<file path="config.mk">
export PLATFORM = sky130hd
export DESIGN_NAME = pckg_framer_flat
export DESIGN_NICKNAME = d
export VERILOG_FILES = /design/src/rtl/pckg_pkg.sv /design/src/rtl/pckg_if.sv /design/src/rtl/pckg_word_asm.sv /design/src/rtl/pckg_framer.sv /design/src/flat_wrapper.sv
export SDC_FILE = /design/constraint.sdc
export NUM_CORES = 1
export LEC_CHECK = 0
export CAP_MARGIN = 20
export CORE_ASPECT_RATIO = 1.25
export CORE_MARGIN = 1.5
export CORE_UTILIZATION = 49
export CTS_CLUSTER_DIAMETER = 100
export CTS_CLUSTER_SIZE = 30
export DETAILED_ROUTE_END_ITERATION = 8
export PLACE_DENSITY_LB_ADDON = 0.1
export SYNTH_ARGS = -nofsm -noshare
export SYNTH_HDL_FRONTEND = slang
export SYNTH_HIERARCHICAL = 1
export SYNTH_SLANG_ARGS = --single-unit
</file>
<file path="constraint.sdc">
create_clock -name clk -period 1.97 [get_ports clk]
set_clock_uncertainty 0.05 [all_clocks]
set_input_delay 0.2955 -clock clk [delete_from_list [all_inputs] [get_ports clk]]
set_output_delay 0.2955 -clock clk [all_outputs]
set_load 0.01 [all_outputs]
</file>
<file path="src/rtl/pckg_pkg.sv">
// Shared types and helpers for the packet framer.
// PCKG_CRC8_EN selects the CRC-8 payload checksum instead of XOR.
package pckg_pkg;

    typedef enum logic [2:0] {
        IDLE,
        HDR,
        LEN,
        PAYLOAD,
        CSUM,
        NEXT
    } state_e;

    localparam logic [3:0] HDR_MARK = 4'hF;

    // CRC-8, poly 0x07, MSB-first, one byte per call
    function automatic logic [7:0] crc8_upd(
        input logic [7:0] crc,
        input logic [7:0] data
    );
        logic [7:0] c;
        c = crc ^ data;
        for (int i = 0; i < 8; i++) begin
            c = c[7] ? ((c << 1) ^ 8'h07) : (c << 1);
        end
        return c;
    endfunction

endpackage

</file>
<file path="src/rtl/pckg_if.sv">
// Framer bus: FIFO read side, channel select, TX word handshake.
// slave = framer, master = control block / FIFOs / transmitter.
interface pckg_if #(
    parameter int NUM_CH     = 3,
    parameter int WORD_BYTES = 3
);
    import pckg_pkg::*;

    localparam int CHW = $clog2(NUM_CH + 1);

    logic                    start;
    logic [NUM_CH-1:0]       rd_en;
    logic [NUM_CH*8-1:0]     fifo_data;
    logic [CHW-1:0]          ch_sel;
    logic                    next;
    logic                    tx_busy;
    logic [WORD_BYTES*8-1:0] data_out;
    logic                    tx_ena;

    modport slave (
        input  start, fifo_data, ch_sel, tx_busy,
        output rd_en, next, data_out, tx_ena
    );

    modport master (
        output start, fifo_data, ch_sel, tx_busy,
        input  rd_en, next, data_out, tx_ena
    );

endinterface

</file>
<file path="src/rtl/pckg_word_asm.sv">
// Payload word assembler: read strobes, byte-lane capture, ready flag.
// word_o already contains the byte being captured this cycle.
module pckg_word_asm
    import pckg_pkg::*;
#(
    parameter int WORD_BYTES = 3
) (
    input  logic                    clk,
    input  logic                    rst_n,
    input  logic                    en_i,
    input  logic                    take_i,
    input  logic [7:0]              byte_i,
    output logic                    rd_o,
    output logic                    cap_o,
    output logic [WORD_BYTES*8-1:0] word_o,
    output logic                    word_rdy_o
);

    localparam int CW = $clog2(WORD_BYTES + 1);

    logic [CW-1:0]           rd_cnt_q;
    logic [CW-1:0]           cap_cnt_q;
    logic                    rd_d1_q;
    logic [WORD_BYTES*8-1:0] word_q;
    logic [WORD_BYTES*8-1:0] word_d;

    assign rd_o  = en_i && (rd_cnt_q != CW'(WORD_BYTES));
    assign cap_o = rd_d1_q;

    always_comb begin
        word_d = word_q;
        for (int i = 0; i < WORD_BYTES; i++) begin
            if (rd_d1_q && cap_cnt_q == CW'(i)) begin
                word_d[8*i +: 8] = byte_i;
            end
        end
    end

    assign word_o     = word_d;
    assign word_rdy_o = (cap_cnt_q == CW'(WORD_BYTES)) ||
                        (rd_d1_q && cap_cnt_q == CW'(WORD_BYTES - 1));

    always_ff @(posedge clk or negedge rst_n) begin
        if (!rst_n) begin
            rd_cnt_q  <= '0;
            cap_cnt_q <= '0;
            rd_d1_q   <= 1'b0;
            word_q    <= '0;
        end else begin
            rd_d1_q <= rd_o;
            word_q  <= word_d;
            if (take_i) begin
                rd_cnt_q  <= '0;
                cap_cnt_q <= '0;
            end else begin
                if (rd_o)    rd_cnt_q  <= rd_cnt_q + 1'b1;
                if (rd_d1_q) cap_cnt_q <= cap_cnt_q + 1'b1;
            end
        end
    end

endmodule

</file>
<file path="src/rtl/pckg_framer.sv">
// Packet framer: header, length, payload words, checksum per frame.
// PCKG_CRC8_EN defined: CRC-8 checksum; undefined: XOR checksum.
module pckg_framer
    import pckg_pkg::*;
#(
    parameter int NUM_CH        = 3,
    parameter int WORD_BYTES    = 3,
    parameter int PAYLOAD_WORDS = 10,
    parameter int NODE_ID       = 2
) (
    input  logic    clk,
    input  logic    rst_n,
    pckg_if.slave   bus
);

    localparam int CHW = $clog2(NUM_CH + 1);
    localparam int DW  = WORD_BYTES * 8;

    state_e          state_q, state_d;
    logic [CHW-1:0]  cur_ch_q, cur_ch_d;
    logic [7:0]      wcnt_q, wcnt_d;
    logic [7:0]      csum_q, csum_d, csum_upd;
    logic [DW-1:0]   data_q, data_d;
    logic            tx_ena_q, tx_ena_d;
    logic [7:0]      sel_byte;
    logic [DW-1:0]   asm_word;
    logic            asm_rd, asm_cap, asm_rdy, take, ch_ok;

    assign ch_ok        = 32'(bus.ch_sel) <= NUM_CH;
    assign bus.data_out = data_q;
    assign bus.tx_ena   = tx_ena_q;
    assign bus.next     = (state_q == NEXT);

    always_comb begin
        sel_byte   = '0;
        bus.rd_en  = '0;
        for (int k = 0; k < NUM_CH; k++) begin
            if (cur_ch_q == CHW'(k + 1)) begin
                sel_byte     = bus.fifo_data[8*k +: 8];
                bus.rd_en[k] = asm_rd;
            end
        end
    end

`ifdef PCKG_CRC8_EN
    assign csum_upd = crc8_upd(csum_q, sel_byte);
`else
    assign csum_upd = csum_q ^ sel_byte;
`endif

    pckg_word_asm #(
        .WORD_BYTES (WORD_BYTES)
    ) u_asm (
        .clk        (clk),
        .rst_n      (rst_n),
        .en_i       (state_q == PAYLOAD),
        .take_i     (take),
        .byte_i     (sel_byte),
        .rd_o       (asm_rd),
        .cap_o      (asm_cap),
        .word_o     (asm_word),
        .word_rdy_o (asm_rdy)
    );

    always_comb begin
        state_d  = state_q;
        cur_ch_d = cur_ch_q;
        wcnt_d   = wcnt_q;
        data_d   = data_q;
        tx_ena_d = 1'b0;
        take     = 1'b0;
        csum_d   = asm_cap ? csum_upd : csum_q;
        unique case (state_q)
            IDLE: if (bus.start) state_d = HDR;
            HDR: if (!bus.tx_busy) begin
                cur_ch_d    = ch_ok ? bus.ch_sel : '0;
                data_d      = '0;
                data_d[7:0] = {HDR_MARK, 4'(NODE_ID)};
                tx_ena_d    = 1'b1;
                state_d     = LEN;
            end
            LEN: if (!bus.tx_busy) begin
                data_d   = '0;
                tx_ena_d = 1'b1;
                if (cur_ch_q != '0) begin
                    data_d[7:0] = 8'(PAYLOAD_WORDS);
                    state_d     = PAYLOAD;
                end else begin
                    state_d     = CSUM;
                end
            end
            PAYLOAD: if (asm_rdy && !bus.tx_busy) begin
                data_d   = asm_word;
                tx_ena_d = 1'b1;
                take     = 1'b1;
                if (wcnt_q == 8'(PAYLOAD_WORDS - 1)) begin
                    wcnt_d  = '0;
                    state_d = CSUM;
                end else begin
                    wcnt_d  = wcnt_q + 8'd1;
                end
            end
            CSUM: if (!bus.tx_busy) begin
                data_d      = '0;
                data_d[7:0] = csum_q;
                tx_ena_d    = 1'b1;
                state_d     = NEXT;
            end
            NEXT: begin
                csum_d  = '0;
                state_d = HDR;
            end
            default: state_d = IDLE;
        endcase
    end

    always_ff @(posedge clk or negedge rst_n) begin
        if (!rst_n) begin
            state_q  <= IDLE;
            cur_ch_q <= '0;
            wcnt_q   <= '0;
            csum_q   <= '0;
            data_q   <= '0;
            tx_ena_q <= 1'b0;
        end else begin
            state_q  <= state_d;
            cur_ch_q <= cur_ch_d;
            wcnt_q   <= wcnt_d;
            csum_q   <= csum_d;
            data_q   <= data_d;
            tx_ena_q <= tx_ena_d;
        end
    end

endmodule

</file>
<file path="src/flat_wrapper.sv">
// flat-port wrapper written by rule: the top's interface ports become plain ports
module pckg_framer_flat import pckg_pkg::*;
#(
    parameter int NUM_CH        = 3,
    parameter int WORD_BYTES    = 3,
    parameter int PAYLOAD_WORDS = 10,
    parameter int NODE_ID       = 2
)
  (clk, rst_n, bus_start, bus_fifo_data, bus_ch_sel, bus_tx_busy, bus_rd_en, bus_next, bus_data_out, bus_tx_ena);
  pckg_if #(.NUM_CH(NUM_CH), .WORD_BYTES(WORD_BYTES)) bus_i ();
  input  logic clk;
  input  logic rst_n;
  input wire logic [$bits(bus_i.start)-1:0] bus_start;
  input wire logic [$bits(bus_i.fifo_data)-1:0] bus_fifo_data;
  input wire logic [$bits(bus_i.ch_sel)-1:0] bus_ch_sel;
  input wire logic [$bits(bus_i.tx_busy)-1:0] bus_tx_busy;
  output wire logic [$bits(bus_i.rd_en)-1:0] bus_rd_en;
  output wire logic [$bits(bus_i.next)-1:0] bus_next;
  output wire logic [$bits(bus_i.data_out)-1:0] bus_data_out;
  output wire logic [$bits(bus_i.tx_ena)-1:0] bus_tx_ena;
  assign bus_i.start = bus_start;
  assign bus_i.fifo_data = bus_fifo_data;
  assign bus_i.ch_sel = bus_ch_sel;
  assign bus_i.tx_busy = bus_tx_busy;
  assign bus_rd_en = bus_i.rd_en;
  assign bus_next = bus_i.next;
  assign bus_data_out = bus_i.data_out;
  assign bus_tx_ena = bus_i.tx_ena;
  pckg_framer #(.NUM_CH(NUM_CH), .WORD_BYTES(WORD_BYTES), .PAYLOAD_WORDS(PAYLOAD_WORDS), .NODE_ID(NODE_ID)) u_core (.clk(clk), .rst_n(rst_n), .bus(bus_i));
endmodule
</file>
==> flow_summary.toml, run 1 <==
[global_routing]
grt.busiest_layer = "met2"
grt_pass1_vias = 2799
overflow = 0
gr-usage-met2_pct = 34.96
antenna_found_initial = 0
grt_pass1_wl_mm = 14.43
grt.total_usage_pct = 23.53
grt_util_met1_pct = 32.91
grtUsageMet3_pct = 6.339
grt_max_degree = 31

[sta]
timing.fmax_ghz = 0.4968
fin_crit_ns = 2.013
slew_violations = 0
slew_headroom_pct = 58.98
finalHoldViolations = 0
tightest_slew_ns = 0.6068
timing.final.ws_setup_ns = -0.04303
setup_tns_ns = -0.1780
finalSetupViolCount = 10
finalCritPeriodShare_pct = 102.2
rsz0062_at_grt = "yes"

[die]
core_um2 = 7747
dieArea_um2 = 8438
die_y_um = 102.3
start_util_pct = 49.92
die_x_um = 82.46
io_pins = 59
rows = 36

[outcome]
status = "complete, but fails checks"
violations = "negative setup slack"

[power]
leakage_nw = 2.548
ir_worst_vdd_mv = 1.033
p_total_mw = 8.497
power.density_nw_per_um2 = 1644

[critical_path]
crit_required_ns = 2.16
cp-end-kind = "flip-flop"
crit_fanout = 5
worstPathCellList = "buf_4 > ha_1 > or2b_1 > and2b_2 > o21ai_2 > nand3_4 > buf_12 > mux2_2"
crit_path_start_kind = "flip-flop"
cp.arrival_ns = 2.20
worst-path-buf-inv = 2
crit_type = "flip-flop to flip-flop"
r2r_slack_ns = -0.04
crit_path_top_delay_cell = "dfrtp_1"
critPathTopFamily = "simple AND/OR/NAND/NOR gates"
critical_path.max_stage_delay_ns = 0.41

[cts]
clk_latency_ns = 0.36
cts_made_buffers = 9
cts_tree = "done"
cts.clk_slew.worst_paths_ns = 0.08
htree_num_levels = 3
cts.sinks = 75
cts-root-buf = "clkbuf_8"
clockBufferDepth = 2

[synthesis]
synth_ff_type = "dfrtp_1"
synth_compound_area_share_pct = 10.06
syn_area_um2 = 3867
yosys_warnings = 6
ys_async_sr_fraction_pct = 100.0
syn_area_per_cell_um2 = 11.48
ys_seq_area_share_pct = 48.53
syn_inst = 337
yosysTopAreaCellShare_pct = 48.53
synthSimpleGateAreaFrac_pct = 11.26
synthMuxAreaShare_pct = 19.77
yosys.cell_types.count = 51
synth_edf_count = 0
synth_area_leader_cell = "dfrtp_1"
ys_ff_latch = 75
synth_top_family_by_area = "multiplexers"
synth_adder_area_share_pct = 2.265
synth_area_leaders = "dfrtp_1, mux2_4, mux2i_1"
synth_nets = 374
synth_xor_area_share_pct = 1.132

[detailed_routing]
ant_nets = 0
route.detailed.drc = 0
wl_mm = 8.856
avgViaCountPerCell = 5.220
routedWlPerCell_um = 16.40
drt_iter0_markers = 148
num_vias = 2819
dr.pass1.iters = 4

[final_layout]
final_layout_size_suffix_gt1_share_pct = 29.44
n_antenna_cell = 0
final_net_count = 478
final_util_pct = 66.70
syn_to_final_growth_pct = 33.61
layout_common_cells = "dfrtp_1, clkdlybuf4s50_1, buf_4"
layout_commonest_cell = "dfrtp_1"

[place]
io_buffers = 58
place.gp.congestion = 0.8680
place.detailed.hpwl_mm = 6.207

[worst_hold_path]
hold_class = "input pin to async pin"

[run]
cap_violations = 0
[where the power goes]
group / total, mW / internal [mW] / switching [mW] / leakage (nW)
clock network: 1.16 / 0.579 / 0.583 / 0.0877
logic: 4.78 / 2.60 / 2.18 / 1.51
registers: 2.56 / 2.18 / 0.377 / 0.953
[cell usage after synthesis (6+ instances only)]
cell type and count:
nand3_1 14, mux2_2 11, buf_2 6, o22ai_1 6, nand2_1 23, mux2i_1 22
dfrtp_1 75, a21o_1 8, nor2_1 9, a21oi_1 12, inv_1 37, o21ai_0 7
mux2_4 28, a22o_1 11, ha_1 7
[metrics by stage]
step,hold slack (ns),area [um2],cells,setup slack (ns)
final,0.3577,5167,540,-0.04303
after global routing,0.3627,5167,540,-0.1087
after CTS,0.3550,5105,536,-0.04278
after detailed placement,0.2015,4783,511,-0.08967
after global placement,0.1936,4783,511,-0.06368
after floorplan,-0.05009,3874,337,-0.02495
[cell families (layout without fill, tap and decap cells)]
family / after synthesis / after routing
flops: 75 / 75
simple gates: 74 / 74
mux: 61 / 61
buf+inv: 58 / 166
compound gates: 57 / 57
fa+ha+maj: 7 / 7
xor+xnor: 5 / 5
[routing by layer]
metal  part of all wire (%)  wire length, um
met4                    1.5              131
met1                     48             4213
met3                    3.4              303
met2                     48             4208
met5                      0                0
[state kept, by name (all words and copies together) (netlist names)]
register / cells
u_core/u_asm/cap_cnt_q: 2
u_core/cur_ch_q: 2
u_core/bus.data_out: 24
u_core/state_q: 3
u_core/u_asm/rd_cnt_q: 2
u_core/bus.tx_ena: 1
u_core/wcnt_q: 8
u_core/u_asm/word_q: 24
u_core/csum_q: 8
u_core/u_asm/cap_o: 1
[final timing paths]
kind / to / start / depth (start not counted)
max in group asynchronous: u_core/cur_ch_q[0]$_DFFE_PN0P_ / rst_n / 4
hold reg to reg: u_core/wcnt_q[7]$_DFFE_PN0P_ / u_core/wcnt_q[7]$_DFFE_PN0P_ / 1
setup / recovery: u_core/bus.data_out[0]$_DFFE_PN0P_ / u_core/u_asm/cap_cnt_q[0]$_DFFE_PN0P_ / 8
hold / removal: u_core/bus.data_out[20]$_DFFE_PN0P_ / rst_n / 2
setup reg to reg: u_core/bus.data_out[0]$_DFFE_PN0P_ / u_core/u_asm/cap_cnt_q[0]$_DFFE_PN0P_ / 8
min in group clk: u_core/wcnt_q[7]$_DFFE_PN0P_ / u_core/wcnt_q[7]$_DFFE_PN0P_ / 1
[area by class of cell]
type	instances	area, um2
fillers	647	2580
flip-flops and latches	75	1878
multi-input cells	204	1782
repair buffers	110	1042
inverters	41	156.4
clock buffers	9	123.9
well taps	95	118.9
clock inverters	6	66.31
[worst reg2reg max path, stage by stage, from the launching register on]
cell	delay, ns
dfrtp_1	0.41
buf_4	0.15
ha_1	0.17
or2b_1	0.24
and2b_2	0.25
o21ai_2	0.07
nand3_4	0.11
buf_12	0.14
mux2_2	0.32
[timing repair]
action / CTS / global route
setup endpoints to repair: 27 / 25
gates cloned: 1 / 0
buffers inserted: 8 / 4
endpoints found under the hold margin: 16 / 0
hold buffers: 1 / 0
gates resized for setup: 17 / 16
pin swaps: 3 / 3
(Power assumes the default switching activity.)
==> run 2, diff against run 1 <==
Settings changed: SLEW_MARGIN set to 0.
==> results of run 2 <==
No change in the layout: final DEF, timing and power equal those of run 1.
==> run 3, diff against run 2 <==
--- a/config.mk
+++ b/config.mk
@@ -14,5 +14,5 @@
 export DETAILED_ROUTE_END_ITERATION = 8
 export PLACE_DENSITY_LB_ADDON = 0.1
-export SLEW_MARGIN = 0
+export SLEW_MARGIN = 10
 export SYNTH_ARGS = -nofsm -noshare
 export SYNTH_HDL_FRONTEND = slang
--- a/constraint.sdc
+++ b/constraint.sdc
@@ -3,3 +3,3 @@
 set_input_delay 0.2955 -clock clk [delete_from_list [all_inputs] [get_ports clk]]
 set_output_delay 0.2955 -clock clk [all_outputs]
-set_load 0.01 [all_outputs]
+set_load 0.1 [all_outputs]
==> run 3 against run 2 <==
Effect of this change:
- the flow still finishes with violations (negative setup slack)
- count of clock-buffer cells in the layout rose by 2
- sequential share of layout area rose by 0.67 points
- design area fell by 1.7%
- cell count fell by 1.3%
- non-clock buffer count fell by 8
- via count barely moved
- utilization fell by 1.1 points
==> flow_summary.toml, run 3 (same netlist as run 1, synthesis figures left out) <==
[detailed_routing]
dr.pass1.iters = 4
route.detailed.drc = 0
routedWlPerCell_um = 16.84
wl_mm = 8.974
drt_iter0_markers = 248
ant_nets = 0
avgViaCountPerCell = 5.285
num_vias = 2817

[critical_path]
crit_type = "flip-flop to flip-flop"
crit_path_start_kind = "flip-flop"
worstPathCellList = "buf_6 > ha_1 > or2b_1 > and2b_2 > o21ai_2 > nand3_4 > buf_12 > mux2_2"
cp.arrival_ns = 2.16
crit_path_top_delay_cell = "dfrtp_1"
cp-end-kind = "flip-flop"
critical_path.max_stage_delay_ns = 0.41
crit_required_ns = 2.14
crit_fanout = 6

[place]
placed_area_um2 = 4705
place.gp.congestion = 0.8031
place_inst = 504
place.detailed.hpwl_mm = 6.228
io_buffers = 58

[sta]
timing.final.ws_setup_ns = -0.01695
timing.fmax_ghz = 0.5033
slew_violations = 0
fin_crit_ns = 1.987
finalSetupViolCount = 3
finalHoldViolations = 0
slew_headroom_pct = 72.21
tightest_slew_ns = 0.4169
rsz0062_at_grt = "yes"
finalCritPeriodShare_pct = 100.9

[cts]
cts_tree = "done"
clk_latency_ns = 0.35
cts-root-buf = "clkbuf_8"
cts_made_buffers = 9
htree_num_levels = 3
cts.sinks = 75
clockBufferDepth = 2
cts.clk_slew.worst_paths_ns = 0.09

[die]
dieArea_um2 = 8438
die_x_um = 82.46
core_um2 = 7747
rows = 36
die_y_um = 102.3
start_util_pct = 49.92
io_pins = 59

[final_layout]
syn_to_final_growth_pct = 31.38
final_layout_size_suffix_gt1_share_pct = 35.16
fin_cells = 533
n_antenna_cell = 0
final_area_um2 = 5081
nFillCells = 634
final_net_count = 470
layout_common_cells = "dfrtp_1, buf_4, inv_1"
layout_commonest_cell = "dfrtp_1"

[outcome]
status = "complete, but fails checks"
violations = "negative setup slack"

[global_routing]
antenna_found_initial = 0
overflow = 0
grt_pass1_wl_mm = 14.60
grt_pass1_vias = 2872
grt_max_degree = 38
grt.total_usage_pct = 23.78

[worst_hold_path]
hold_class = "input pin to async pin"

[run]
cap_violations = 0
[run 3: worst max-delay path: cells and delay by family, from the launching register on]
kind,cells,cell delay [ns]
multiplexers,1,0.33
buffers and inverters,2,0.25
flip-flops,1,0.41
adder cells (fa/ha/maj),1,0.17
AO/OA/AOI/OAI,1,0.07
AND/OR/NAND/NOR,3,0.58
[run 3: area by class of cell]
class                      count  area, um2  share of cell area (%)
timing repair buffer         102      952.2                   18.74
tap                           95      118.9                   2.339
sequential                    75       1881                   37.01
clock buffer                  11      151.4                   2.980
multi-input combinational    204       1779                   35.02
clock inverter                 5      42.54                  0.8372
inverter                      41      156.4                   3.078
[run 3: path summary, 6_finish.rpt]
kind                            cells after the start                                   from                             endpoint  slack (ns)
min in group clk                                    1           u_core/wcnt_q[7]$_DFFE_PN0P_         u_core/wcnt_q[7]$_DFFE_PN0P_        0.43
max in group asynchronous                           3                                  rst_n        u_core/state_q[1]$_DFFE_PN0P_        0.98
worst min-delay path                                2                                  rst_n  u_core/bus.data_out[12]$_DFFE_PN0P_        0.31
worst min register to register                      1           u_core/wcnt_q[7]$_DFFE_PN0P_         u_core/wcnt_q[7]$_DFFE_PN0P_        0.43
worst max-delay path                                8  u_core/u_asm/cap_cnt_q[0]$_DFFE_PN0P_   u_core/bus.data_out[0]$_DFFE_PN0P_       -0.02
worst max register to register                      8  u_core/u_asm/cap_cnt_q[0]$_DFFE_PN0P_   u_core/bus.data_out[0]$_DFFE_PN0P_       -0.02
[run 3: repair_timing]
| action | in CTS | in global routing |
|---|---|---|
| endpoints found under the hold margin | 9 | 0 |
| gates resized for setup | 9 | 6 |
| pin swaps | 3 | 2 |
| hold buffers | 1 | 0 |
| gates cloned | 1 | 0 |
| setup buffers | 8 | 3 |
| setup endpoints to repair | 31 | 29 |
[run 3: through the flow]
stage                     util (%)  TNS (ns)  hold WS [ns]  worst slack, ns
after floorplan                  -   -0.1927      -0.05009          -0.1007
after global placement       60.72    -2.029        0.1548          -0.1480
after detailed placement     60.72    -2.417        0.1547          -0.1662
after CTS                    65.16   -0.1044        0.2994         -0.02260
after global routing         65.58    -1.095        0.3306         -0.07157
final                        65.58  -0.03698        0.3092         -0.01695
[run 3: layer usage]
| metal | up-vias | track usage [%] | part of all wire [%] |
|---|---|---|---|
| met5 | - | 0 | 0 |
| met4 | 0 | 9.126 | 2.2 |
| met3 | 16 | 4.643 | 3.7 |
| met2 | 72 | 35.90 | 48 |
| met1 | 1381 | 33.62 | 46 |
| li1 | 1348 | - | - |
Power of run 3 is not shown: default switching activity piles up to over one toggle a cycle in this logic, so the estimate is an artifact.
